### config.mk
export PLATFORM = sky130hd
export DESIGN_NAME = alarm_mode_ctrl_flat
export DESIGN_NICKNAME = d
export VERILOG_FILES = /design/src/rtl/alarm_mode_ctrl_if.sv /design/src/rtl/alarm_mode_ctrl.sv /design/src/flat_wrapper.sv
export SDC_FILE = /design/constraint.sdc
export NUM_CORES = 1
export LEC_CHECK = 0
export ABC_AREA = 1
export CAP_MARGIN = 20
export CORE_MARGIN = 2
export CORE_UTILIZATION = 40
export DETAILED_ROUTE_END_ITERATION = 6
export PLACE_DENSITY = 0.67
export SKIP_LAST_GASP = 1
export SLEW_MARGIN = 20
export SYNTH_ARGS = -nofsm -noshare
export SYNTH_HDL_FRONTEND = slang
export SYNTH_SLANG_ARGS = --single-unit
export TNS_END_PERCENT = 50
### constraint.sdc
create_clock -name clk -period 3.2 [get_ports clk]
set_input_delay 0.96 -clock clk [delete_from_list [all_inputs] [get_ports clk]]
set_output_delay 0.96 -clock clk [all_outputs]
set_load 0.01 [all_outputs]
### src/rtl/alarm_mode_ctrl_if.sv
// Signal bundle between alarm_mode_ctrl and the debouncers/datapaths around it.
// master = surrounding system, slave = the mode controller.
interface alarm_mode_ctrl_if #(
    parameter int NUM_ALARMS = 4,
    parameter int DIGITS     = 4,
    parameter int LED_W      = 16
);
    localparam int IDX_W = (NUM_ALARMS > 1) ? $clog2(NUM_ALARMS) : 1;

    logic                           tick_1hz;
    logic [3:0]                     sw;
    logic                           btn_ack;
    logic                           btn_snooze;
    logic [4*DIGITS-1:0]            cur_time;
    logic [NUM_ALARMS*4*DIGITS-1:0] alarm_time;
    logic [NUM_ALARMS-1:0]          alarm_en;
    logic [2:0]                     cursor;
    logic [3:0]                     random_led;
    logic                           game_led_off;
    logic                           game_done;

    logic                           en_time_set;
    logic                           en_alarm_set;
    logic                           en_stopwatch;
    logic                           en_alarm_on;
    logic                           en_game;
    logic [IDX_W-1:0]               ring_idx;
    logic [NUM_ALARMS-1:0]          missed;
    logic [LED_W-1:0]               led;
    logic [DIGITS-1:0]              blink_state;

    modport master (
        output tick_1hz, sw, btn_ack, btn_snooze, cur_time, alarm_time, alarm_en,
               cursor, random_led, game_led_off, game_done,
        input  en_time_set, en_alarm_set, en_stopwatch, en_alarm_on, en_game,
               ring_idx, missed, led, blink_state
    );

    modport slave (
        input  tick_1hz, sw, btn_ack, btn_snooze, cur_time, alarm_time, alarm_en,
               cursor, random_led, game_led_off, game_done,
        output en_time_set, en_alarm_set, en_stopwatch, en_alarm_on, en_game,
               ring_idx, missed, led, blink_state
    );
endinterface

### src/rtl/alarm_mode_ctrl.sv
// User-mode arbiter with NUM_ALARMS alarm slots, ring timeout and heartbeat LED.
// Define ALARM_SNOOZE_EN to build the snooze state and its countdown.
module alarm_mode_ctrl #(
    parameter int NUM_ALARMS   = 4,
    parameter int DIGITS       = 4,
    parameter int LED_W        = 16,
    parameter int BLINK_DIV    = 50_000_000,
    parameter int RING_TIMEOUT = 60,
    parameter int SNOOZE_SEC   = 300
) (
    input logic              clk,
    input logic              reset,
    alarm_mode_ctrl_if.slave bus
);
    localparam int IDX_W = (NUM_ALARMS > 1) ? $clog2(NUM_ALARMS) : 1;
    localparam int TW    = 4 * DIGITS;
    localparam int LW1   = LED_W - 1;
    localparam int BD_W  = $clog2(BLINK_DIV + 1);
    localparam int RC_W  = $clog2(RING_TIMEOUT + 1);

`ifdef ALARM_SNOOZE_EN
    localparam int SC_W = $clog2(SNOOZE_SEC + 1);
    typedef enum logic [2:0] {IDLE, TSET, ASET, SWATCH, ARMED, RING, SNOOZE, GAME} state_t;
    logic [SC_W-1:0] snz_q, snz_nx;
`else
    typedef enum logic [2:0] {IDLE, TSET, ASET, SWATCH, ARMED, RING, GAME} state_t;
    logic unused_snooze;
    assign unused_snooze = bus.btn_snooze;
`endif

    state_t                state_q, state_nx, back;
    logic [NUM_ALARMS-1:0] match, match_q, rise, en_q, missed_q, missed_nx;
    logic                  hit, timeout, alarm_on;
    logic [IDX_W-1:0]      hit_idx, idx_q, idx_nx;
    logic [RC_W-1:0]       ring_cnt_q, ring_cnt_nx;
    logic [BD_W-1:0]       blink_cnt;
    logic                  hb_q, hb_nx, blink_wrap;
    logic [LW1-1:0]        led_lo;
    logic [DIGITS-1:0]     blink_nx, cur_mask;

    always_comb begin
        match = '0;
        for (int unsigned i = 0; i < NUM_ALARMS; i++)
            match[i] = bus.alarm_en[i] && (bus.alarm_time[i*TW +: TW] == bus.cur_time);
    end

    // Edge detect against last cycle's match; history updates in every state.
    assign rise = match & ~match_q;

    always_comb begin
        hit     = 1'b0;
        hit_idx = '0;
        for (int unsigned i = 0; i < NUM_ALARMS; i++) begin
            if (rise[i] && !hit) begin
                hit     = 1'b1;
                hit_idx = IDX_W'(i);
            end
        end
    end

    assign blink_wrap = (blink_cnt == BD_W'(BLINK_DIV - 1));
    assign hb_nx      = hb_q ^ blink_wrap;

    always_comb begin
        state_nx    = state_q;
        idx_nx      = idx_q;
        ring_cnt_nx = ring_cnt_q;
        timeout     = 1'b0;
        back        = bus.sw[3] ? ARMED : IDLE;
`ifdef ALARM_SNOOZE_EN
        snz_nx      = snz_q;
`endif
        case (state_q)
            IDLE: begin
                if      (bus.sw[0]) state_nx = TSET;
                else if (bus.sw[1]) state_nx = ASET;
                else if (bus.sw[2]) state_nx = SWATCH;
                else if (bus.sw[3]) state_nx = ARMED;
            end
            TSET:   if (!bus.sw[0]) state_nx = back;
            ASET:   if (!bus.sw[1]) state_nx = back;
            SWATCH: if (!bus.sw[2]) state_nx = back;
            ARMED: begin
                if (!bus.sw[3]) state_nx = IDLE;
                else if (hit) begin
                    state_nx    = RING;
                    idx_nx      = hit_idx;
                    ring_cnt_nx = '0;
                end
            end
            RING: begin
                if (bus.btn_ack) state_nx = GAME;
`ifdef ALARM_SNOOZE_EN
                else if (bus.btn_snooze) begin
                    state_nx = SNOOZE;
                    snz_nx   = SC_W'(SNOOZE_SEC);
                end
`endif
                else if (bus.tick_1hz) begin
                    if (ring_cnt_q == RC_W'(RING_TIMEOUT - 1)) begin
                        timeout  = 1'b1;
                        state_nx = back;
                    end else begin
                        ring_cnt_nx = ring_cnt_q + RC_W'(1);
                    end
                end
            end
`ifdef ALARM_SNOOZE_EN
            SNOOZE: begin
                if (!bus.sw[3]) state_nx = IDLE;
                else if (snz_q == '0 || (bus.tick_1hz && snz_q == SC_W'(1))) begin
                    state_nx    = RING;
                    ring_cnt_nx = '0;
                end else if (bus.tick_1hz) begin
                    snz_nx = snz_q - SC_W'(1);
                end
            end
`endif
            GAME:    if (bus.game_done) state_nx = back;
            default: state_nx = IDLE;
        endcase
    end

    // A disable falling edge clears the flag even if a timeout sets it the same cycle.
    always_comb begin
        for (int unsigned i = 0; i < NUM_ALARMS; i++)
            missed_nx[i] = (missed_q[i] || (timeout && idx_q == IDX_W'(i)))
                           && !(en_q[i] && !bus.alarm_en[i]);
    end

    always_comb begin
        led_lo   = '0;
        blink_nx = '0;
        cur_mask = '0;
        if (bus.cursor != 3'd0 && int'(bus.cursor) <= DIGITS)
            cur_mask = DIGITS'(1) << (bus.cursor - 3'd1);
        case (state_nx)
            TSET:   begin led_lo[0] = 1'b1; blink_nx = cur_mask; end
            ASET:   begin led_lo[1] = 1'b1; blink_nx = cur_mask; end
            SWATCH: led_lo[2] = 1'b1;
            RING:   begin led_lo = hb_nx ? '0 : '1; blink_nx = '1; end
            GAME:   if (int'(bus.random_led) < LW1 && !bus.game_led_off)
                        led_lo = LW1'(1) << bus.random_led;
            default: ;
        endcase
        alarm_on = (state_nx == ARMED) || (state_nx == RING);
`ifdef ALARM_SNOOZE_EN
        alarm_on = alarm_on || (state_nx == SNOOZE);
`endif
    end

    always_ff @(posedge clk or posedge reset) begin
        if (reset) begin
            state_q          <= IDLE;
            match_q          <= '0;
            en_q             <= '0;
            missed_q         <= '0;
            idx_q            <= '0;
            ring_cnt_q       <= '0;
            blink_cnt        <= '0;
            hb_q             <= 1'b0;
`ifdef ALARM_SNOOZE_EN
            snz_q            <= '0;
`endif
            bus.en_time_set  <= 1'b0;
            bus.en_alarm_set <= 1'b0;
            bus.en_stopwatch <= 1'b0;
            bus.en_alarm_on  <= 1'b0;
            bus.en_game      <= 1'b0;
            bus.led          <= '0;
            bus.blink_state  <= '0;
        end else begin
            state_q          <= state_nx;
            match_q          <= match;
            en_q             <= bus.alarm_en;
            missed_q         <= missed_nx;
            idx_q            <= idx_nx;
            ring_cnt_q       <= ring_cnt_nx;
            blink_cnt        <= blink_wrap ? '0 : blink_cnt + BD_W'(1);
            hb_q             <= hb_nx;
`ifdef ALARM_SNOOZE_EN
            snz_q            <= snz_nx;
`endif
            bus.en_time_set  <= (state_nx == TSET);
            bus.en_alarm_set <= (state_nx == ASET);
            bus.en_stopwatch <= (state_nx == SWATCH);
            bus.en_alarm_on  <= alarm_on;
            bus.en_game      <= (state_nx == GAME);
            bus.led          <= {hb_nx, led_lo};
            bus.blink_state  <= blink_nx;
        end
    end

    assign bus.ring_idx = idx_q;
    assign bus.missed   = missed_q;
endmodule

### src/flat_wrapper.sv
// flat-port wrapper written by rule: the top's interface ports become plain ports
module alarm_mode_ctrl_flat 
#(
    parameter int NUM_ALARMS   = 4,
    parameter int DIGITS       = 4,
    parameter int LED_W        = 16,
    parameter int BLINK_DIV    = 50_000_000,
    parameter int RING_TIMEOUT = 60,
    parameter int SNOOZE_SEC   = 300
)
  (clk, reset, bus_tick_1hz, bus_sw, bus_btn_ack, bus_btn_snooze, bus_cur_time, bus_alarm_time, bus_alarm_en, bus_cursor, bus_random_led, bus_game_led_off, bus_game_done, bus_en_time_set, bus_en_alarm_set, bus_en_stopwatch, bus_en_alarm_on, bus_en_game, bus_ring_idx, bus_missed, bus_led, bus_blink_state);
  alarm_mode_ctrl_if #(.NUM_ALARMS(NUM_ALARMS), .DIGITS(DIGITS), .LED_W(LED_W)) bus_i ();
  input logic clk;
  input logic reset;
  input wire logic [$bits(bus_i.tick_1hz)-1:0] bus_tick_1hz;
  input wire logic [$bits(bus_i.sw)-1:0] bus_sw;
  input wire logic [$bits(bus_i.btn_ack)-1:0] bus_btn_ack;
  input wire logic [$bits(bus_i.btn_snooze)-1:0] bus_btn_snooze;
  input wire logic [$bits(bus_i.cur_time)-1:0] bus_cur_time;
  input wire logic [$bits(bus_i.alarm_time)-1:0] bus_alarm_time;
  input wire logic [$bits(bus_i.alarm_en)-1:0] bus_alarm_en;
  input wire logic [$bits(bus_i.cursor)-1:0] bus_cursor;
  input wire logic [$bits(bus_i.random_led)-1:0] bus_random_led;
  input wire logic [$bits(bus_i.game_led_off)-1:0] bus_game_led_off;
  input wire logic [$bits(bus_i.game_done)-1:0] bus_game_done;
  output wire logic [$bits(bus_i.en_time_set)-1:0] bus_en_time_set;
  output wire logic [$bits(bus_i.en_alarm_set)-1:0] bus_en_alarm_set;
  output wire logic [$bits(bus_i.en_stopwatch)-1:0] bus_en_stopwatch;
  output wire logic [$bits(bus_i.en_alarm_on)-1:0] bus_en_alarm_on;
  output wire logic [$bits(bus_i.en_game)-1:0] bus_en_game;
  output wire logic [$bits(bus_i.ring_idx)-1:0] bus_ring_idx;
  output wire logic [$bits(bus_i.missed)-1:0] bus_missed;
  output wire logic [$bits(bus_i.led)-1:0] bus_led;
  output wire logic [$bits(bus_i.blink_state)-1:0] bus_blink_state;
  assign bus_i.tick_1hz = bus_tick_1hz;
  assign bus_i.sw = bus_sw;
  assign bus_i.btn_ack = bus_btn_ack;
  assign bus_i.btn_snooze = bus_btn_snooze;
  assign bus_i.cur_time = bus_cur_time;
  assign bus_i.alarm_time = bus_alarm_time;
  assign bus_i.alarm_en = bus_alarm_en;
  assign bus_i.cursor = bus_cursor;
  assign bus_i.random_led = bus_random_led;
  assign bus_i.game_led_off = bus_game_led_off;
  assign bus_i.game_done = bus_game_done;
  assign bus_en_time_set = bus_i.en_time_set;
  assign bus_en_alarm_set = bus_i.en_alarm_set;
  assign bus_en_stopwatch = bus_i.en_stopwatch;
  assign bus_en_alarm_on = bus_i.en_alarm_on;
  assign bus_en_game = bus_i.en_game;
  assign bus_ring_idx = bus_i.ring_idx;
  assign bus_missed = bus_i.missed;
  assign bus_led = bus_i.led;
  assign bus_blink_state = bus_i.blink_state;
  alarm_mode_ctrl #(.NUM_ALARMS(NUM_ALARMS), .DIGITS(DIGITS), .LED_W(LED_W), .BLINK_DIV(BLINK_DIV), .RING_TIMEOUT(RING_TIMEOUT), .SNOOZE_SEC(SNOOZE_SEC)) u_core (.clk(clk), .reset(reset), .bus(bus_i));
endmodule
==> flow_metrics.tcl, run 1 <==
set metrics [dict create \
    clockPowerShare 0.307 \
    syn_avg_cell_area_um2 6.60 \
    cap_violations 0 \
    die_w_um 118 \
    synthTopCellsByArea "dfrtp_1 (36%), nand2_1 (17%), inv_1 (10%)" \
    crit_fanout 15 \
    finalSetupViolCount 0 \
    syn_area_mm2 0.00522 \
    antennaDiodeCount 0 \
    io_pins 133 \
    fin_util 0.576 \
    min_to "u_core.bus.missed[1]" \
    synth_top_area_cell "dfrtp_1" \
    synth_ff_type "dfrtp_1" \
    post-cts-setup-buffers 0 \
    portBuffers 131 \
    nFillCells 1247 \
    hold_path_depth 1 \
    synth-compound-area-share 0.0770 \
    power.density_mw_per_mm2 471 \
    synth_warnings 0 \
    htreeDepth 3 \
    swShare 0.309 \
    drt_iter0_drc 364 \
    track_usage 0.228 \
    synth_top_family_by_area "simple AND/OR/NAND/NOR gates" \
    synth_async_sr_flop_share 1.00 \
    worstPathRequired_ps 3450 \
    clkLatencyLatePin_ps 330 \
    yosysSeqAreaShare 0.355 \
    layout_common_cells "nand2_1 (231), inv_1 (140), clkdlybuf4s50_1 (131), nor2_1 (108), dfrtp_1 (74)" \
    coreArea_mm2 0.0127 \
    via_per_inst 4.79 \
    die_area_mm2 0.0140 \
    routabilityCongestion 0.935 \
    seqPwrFrac 0.342 \
    maxSlewViolCount 0 \
    cts_sinks 74 \
    clock_skew_ps 4.89 \
    clockRootBuffer "clkbuf_16" \
    maxClockFrequency_ghz 0.340 \
    synth_seq_cells 74 \
    synth_edf_count 0 \
    hold_class "flip-flop to flip-flop" \
    cts_resized 0 \
    cp_data_arrival_time_ps 3190 \
    synthMuxAreaShare 0 \
    r2r_cells 16 \
    start_util 0.412 \
    irDropWorstVdd_v 0.000383 \
    ys_types 47 \
    synth_fa_ha_area_frac 0.00720 \
    fin_crit_sh 0.919 \
    min_from "u_core.en_q[1]" \
    holdWs_ps 441 \
    grt_max_degree 34 \
    finalHoldViolCount 0 \
    cts_tree "built" \
    outcome "finished clean" \
    dpl.hpwl_um 12800 \
    start_kind "input port" \
    p_leak_uw 0.00382 \
    relSlewSlack 0.531 \
    path_class "input port to flip-flop" \
    cts-buffers-inserted 9 \
    reg2reg_slack_ps 940 \
    die_h_um 118 \
    yosys.area.top_type_share 0.355 \
    antenna_found_initial 0 \
    final_common_cell "nand2_1" \
    first_pass_iters 6 \
    critical_path.endpoint_type "flip-flop" \
    routed_wirelength_um 15200 \
    synthSimpleGateAreaFrac 0.407 \
    synth.net_count 895 \
    p_int_uw 2380 \
    synthXorXnorAreaFrac 0.0367 \
    layout-drive-gt1-share 0.0990 \
    nets 1072 \
    drc 0 \
    vias 5474 \
    tightest_slew_ps 697 \
    cts_hold_buf 0 \
    area_growth_pct 40.1 \
    min_period_ps 2940 \
    combPwrFrac 0.350 \
    r2r-start "u_core.blink_cnt[0]" \
    wl_per_cell_um 13.3 \
    grt_pass1_vias 5372 \
    rr_endpoint "u_core.blink_cnt[24]" \
    synthCells 790 \
    switchingPower_uw 1060 \
    cts.clk_slew.worst_paths_ps 50 \
    grt_overflow 0 \
    cts_max_path_buffers 2 \
    grt_first_pass_wirelength_um 25400 \
    ant_nets 0 \
    std_cell_rows 41 \
    rsz0062_at_grt "no" \
]
[critical path, stage by stage]
cell and delay (ps):
clkdlybuf4s50_1 570, inv_1 150, nand2_1 110, nand2_1 50, nor2_1 90, nand2_1 60
nor2_1 130, nand4_1 190, nand2_1 200, o21ai_4 80, nand2_4 90, nand3_4 70
or2_4 330, o21ai_0 100
[final cells by class]
cell class,count,area [um2],share of cell area
clock inverters,3,65.1,0.00891
clock buffers,11,243,0.0332
well taps,172,215,0.0295
inverters,152,572,0.0783
flip-flops and latches,74,1850,0.254
repair buffers,170,1600,0.220
multi-input cells,560,2750,0.377
[Yosys cell counts, types with 2 or more instances]
cell type,number
a211oi_1,3
a21o_1,2
a21oi_1,15
a22oi_1,4
a31oi_1,3
and3_1,4
buf_4,2
dfrtp_1,74
ha_1,3
inv_1,141
inv_2,11
nand2_1,231
nand2_2,4
nand3_1,39
nand3_2,3
nand3b_1,7
nand4_1,32
nor2_1,108
nor2_2,3
nor2_4,3
nor3_1,16
nor3b_1,3
nor4_1,6
o211ai_1,3
o21ai_0,22
o21ai_1,2
o21ai_2,4
or2_2,5
xnor2_1,8
xor2_1,12
[logic make-up (layout without fill, tap and decap cells)]
kind of cell | Yosys count | in the layout
and+or+nand+nor | 472 | 472
buffers and inverters | 156 | 336
DFF | 74 | 74
AOI/OAI and AO/OA | 64 | 64
xor gates and xnor gates | 21 | 21
adders and majority gates | 3 | 3
[per-layer routing]
metal,GRT usage,vias up,part of all wire
met5,0,-,0
met4,0.0580,0,0.015
met3,0.0434,19,0.059
met2,0.365,142,0.46
met1,0.316,2470,0.46
li1,-,2843,-
[flip-flops by register name, indices dropped and copies added, names as in the netlist, 2 cells and up]
register / flops
u_core.bus.blink_state: 4
u_core.match_q: 4
u_core.ring_cnt_q: 6
u_core.blink_cnt: 26
u_core.bus.missed: 4
u_core.bus.ring_idx: 2
u_core.bus.led: 16
u_core.en_q: 4
u_core.state_q: 3
[per-stage QoR]
stage | setup WS [ps] | setup TNS (ps) | cell area (um2) | total power, uW | cells
2_1_floorplan | 358 | 0 | 5220 | 1820 | 790
3_3_place_gp | -43.9 | -270 | 7000 | 2400 | 1128
3_5_place_dp | -46.8 | -293 | 7000 | 2410 | 1128
4_1_cts | 315 | 0 | 7300 | 3490 | 1142
5_1_grt | 47.3 | 0 | 7300 | 3660 | 1142
6_report | 260 | 0 | 7300 | 3440 | 1142
[power groups by stage]
stage          registers, uW  logic (uW)  clock network [uW]
6_report                1180        1210                1060
5_1_grt                 1190        1350                1120
4_1_cts                 1180        1220                1090
3_5_place_dp            1190        1210                   0
3_3_place_gp            1190        1200                   0
2_1_floorplan           1250         571                   0
[worst max path at each step]
| stage | slack [ps] | startpoint | end | depth (start not counted) |
|---|---|---|---|---|
| 2_1_floorplan | 360 | reset | u_core.blink_cnt[0] | 1 |
| 3_3_place_gp | -40 | bus_cur_time[5] | u_core.bus.led[5] | 14 |
| 3_5_place_dp | -50 | bus_cur_time[5] | u_core.bus.led[4] | 14 |
| 4_1_cts | 320 | bus_cur_time[5] | u_core.bus.led[4] | 14 |
| 5_1_grt | 50 | bus_cur_time[5] | u_core.bus.led[5] | 14 |
| 6_report | 260 | bus_cur_time[5] | u_core.bus.led[14] | 14 |
Power figures use the tool's default switching activity.
==> run 2, diff against run 1 <==
--- a/config.mk
+++ b/config.mk
@@ -7,6 +7,7 @@
 export LEC_CHECK = 0
 export ABC_AREA = 1
 export CAP_MARGIN = 20
+export CORE_ASPECT_RATIO = 1.5
 export CORE_MARGIN = 2
 export CORE_UTILIZATION = 40
 export DETAILED_ROUTE_END_ITERATION = 6
==> flow_metrics.tcl, run 2 (synthesis gave the netlist of run 1 again) <==
set metrics [dict create \
    std_cell_rows 51 \
    reg2reg_slack_ps 940 \
    grt_overflow 0 \
    cts.clk_slew.worst_paths_ps 60 \
    clock_skew_ps 6.56 \
    track_usage 0.224 \
    io_pins 133 \
    finalHoldViolCount 0 \
    post_dp_cell_area_mm2 0.00704 \
    area_growth_pct 40.7 \
    grt_first_pass_wirelength_um 24900 \
    rsz0062_at_grt "no" \
    grt-busiest-layer "met2" \
    die_h_um 144 \
    cp_top_family "simple AND/OR/NAND/NOR gates" \
    min_from "u_core.en_q[2]" \
    rr_endpoint "u_core.blink_cnt[24]" \
    first_pass_iters 4 \
    drt_iter0_drc 177 \
    min_period_ps 2960 \
    path_cells "clkdlybuf4s50_1, inv_2, nand2_1, nand2_1, nor2_1, nand2_1, nor2_1, nand4_1, nand2_1, o21ai_4, nand2_4, nand3_4, or2_4, o21ai_0" \
    dpl.hpwl_um 13400 \
    cap_violations 0 \
    tns_ps 0 \
    worstPathRequired_ps 3440 \
    hold_class "flip-flop to flip-flop" \
    path_buf_inv 2 \
    die_w_um 97.2 \
    cts_sinks 74 \
    design_area_mm2 0.00734 \
    layout-drive-gt1-share 0.105 \
    portBuffers 131 \
    cp_slowest_stage_delay_ps 650 \
    groute.layer.met3.usage 0.0277 \
    antenna_found_initial 0 \
    grt_max_degree 30 \
    ant_nets 0 \
    top_regs "u_core.blink_cnt x26, u_core.bus.led x16, u_core.ring_cnt_q x6" \
    largest_register_ffs 26 \
    p_leak_uw 0.00385 \
    regMostFlops "u_core.blink_cnt" \
    cts-buffers-inserted 9 \
    r2r_cells 16 \
    final_common_cell "nand2_1" \
    grt_pass1_vias 5313 \
    clockRootBuffer "clkbuf_16" \
    critical_path.endpoint_type "flip-flop" \
    routabilityCongestion 0.910 \
    cts_hold_buf 0 \
    power.density_mw_per_mm2 462 \
    hold_path_depth 1 \
    maxSlewViolCount 0 \
    vias 5442 \
    path_class "input port to flip-flop" \
    nets 1077 \
    min_to "u_core.bus.missed[2]" \
    antennaDiodeCount 0 \
    r2r-start "u_core.blink_cnt[0]" \
    routed_wirelength_um 15600 \
    start_kind "input port" \
    start_util 0.405 \
    die_area_mm2 0.0140 \
    irDropWorstVdd_v 0.000315 \
    crit_fanout 15 \
    tightest_slew_ps 748 \
    fin_crit_sh 0.924 \
    cpMaxStageDelayCell "clkdlybuf4s50_1" \
    cp_data_arrival_time_ps 3200 \
    clkLatencyLatePin_ps 330 \
    grt.met1_usage 0.238 \
    htreeDepth 3 \
    maxClockFrequency_ghz 0.338 \
    layout_common_cells "nand2_1 (231), inv_1 (140), clkdlybuf4s50_1 (131), nor2_1 (108), dfrtp_1 (74)" \
    coreArea_mm2 0.0129 \
    cts_max_path_buffers 2 \
    crit_top_cell "nand2_1" \
    cts_resized 0 \
    outcome "finished clean" \
    drc 0 \
    relSlewSlack 0.497 \
    via_per_inst 4.79 \
    post-cts-setup-buffers 0 \
    met2_usage 0.446 \
    finalSetupViolCount 0 \
    wl_per_cell_um 13.8 \
    cts_tree "built" \
]
==> run 2: cell type report <==
| cell class | count | area [um2] |
|---|---|---|
| Fill cell | 1258 | 5550 |
| Sequential cell | 74 | 1850 |
| Inverter | 152 | 571 |
| Tap cell | 159 | 199 |
| Multi-Input combinational cell | 560 | 2750 |
| Clock buffer | 11 | 243 |
| Clock inverter | 5 | 53.8 |
| Timing Repair Buffer | 175 | 1670 |
==> run 2: worst max-delay path by stage <==
stage,slack (ps),startpoint,endpoint,depth (start not counted)
2_1_floorplan,360,reset,u_core.blink_cnt[0],1
4_1_cts,250,bus_cur_time[13],u_core.bus.led[3],14
5_1_grt,60,bus_cur_time[1],u_core.bus.led[3],14
6_report,240,bus_cur_time[13],u_core.bus.led[3],14
3_3_place_gp,-50,bus_cur_time[13],u_core.bus.led[4],14
3_5_place_dp,-100,bus_cur_time[13],u_core.bus.led[3],14
==> run 2: metal layers <==
layer	vias up	part of all wire
li1	2853	-
met1	2428	0.38
met2	141	0.56
met3	20	0.038
met4	0	0.026
met5	-	0
==> run 2: worst register-to-register path: stages (launching register included) <==
cell	delay (ps)
dfrtp_1	390
ha_1	220
nand3_2	140
nor2_4	150
inv_2	60
nor2_4	100
inv_2	60
nor2_2	70
nand3_1	80
nor2_2	150
inv_2	70
nor3b_2	200
nand2_1	100
nor2_2	110
nand2_1	70
xor2_1	120
inv_1	50
==> run 2: power breakdown <==
group | switching (uW) | internal (uW)
Clock | 379 | 622
Combinational | 622 | 595
Sequential | 68.5 | 1100
Total | 1070 | 2320
==> run 2: metrics by stage <==
stage / cells / hold slack, ps / total power, uW / utilization / setup WS [ps]
floorplan: 790 / 421 / 1820 / - / 358
global placement: 1120 / 425 / 2400 / 0.546 / -52.6
detailed placement: 1120 / 440 / 2420 / 0.546 / -102
CTS: 1136 / 449 / 3420 / 0.569 / 248
global route: 1136 / 464 / 3610 / 0.569 / 58.7
finish: 1136 / 445 / 3390 / 0.569 / 245
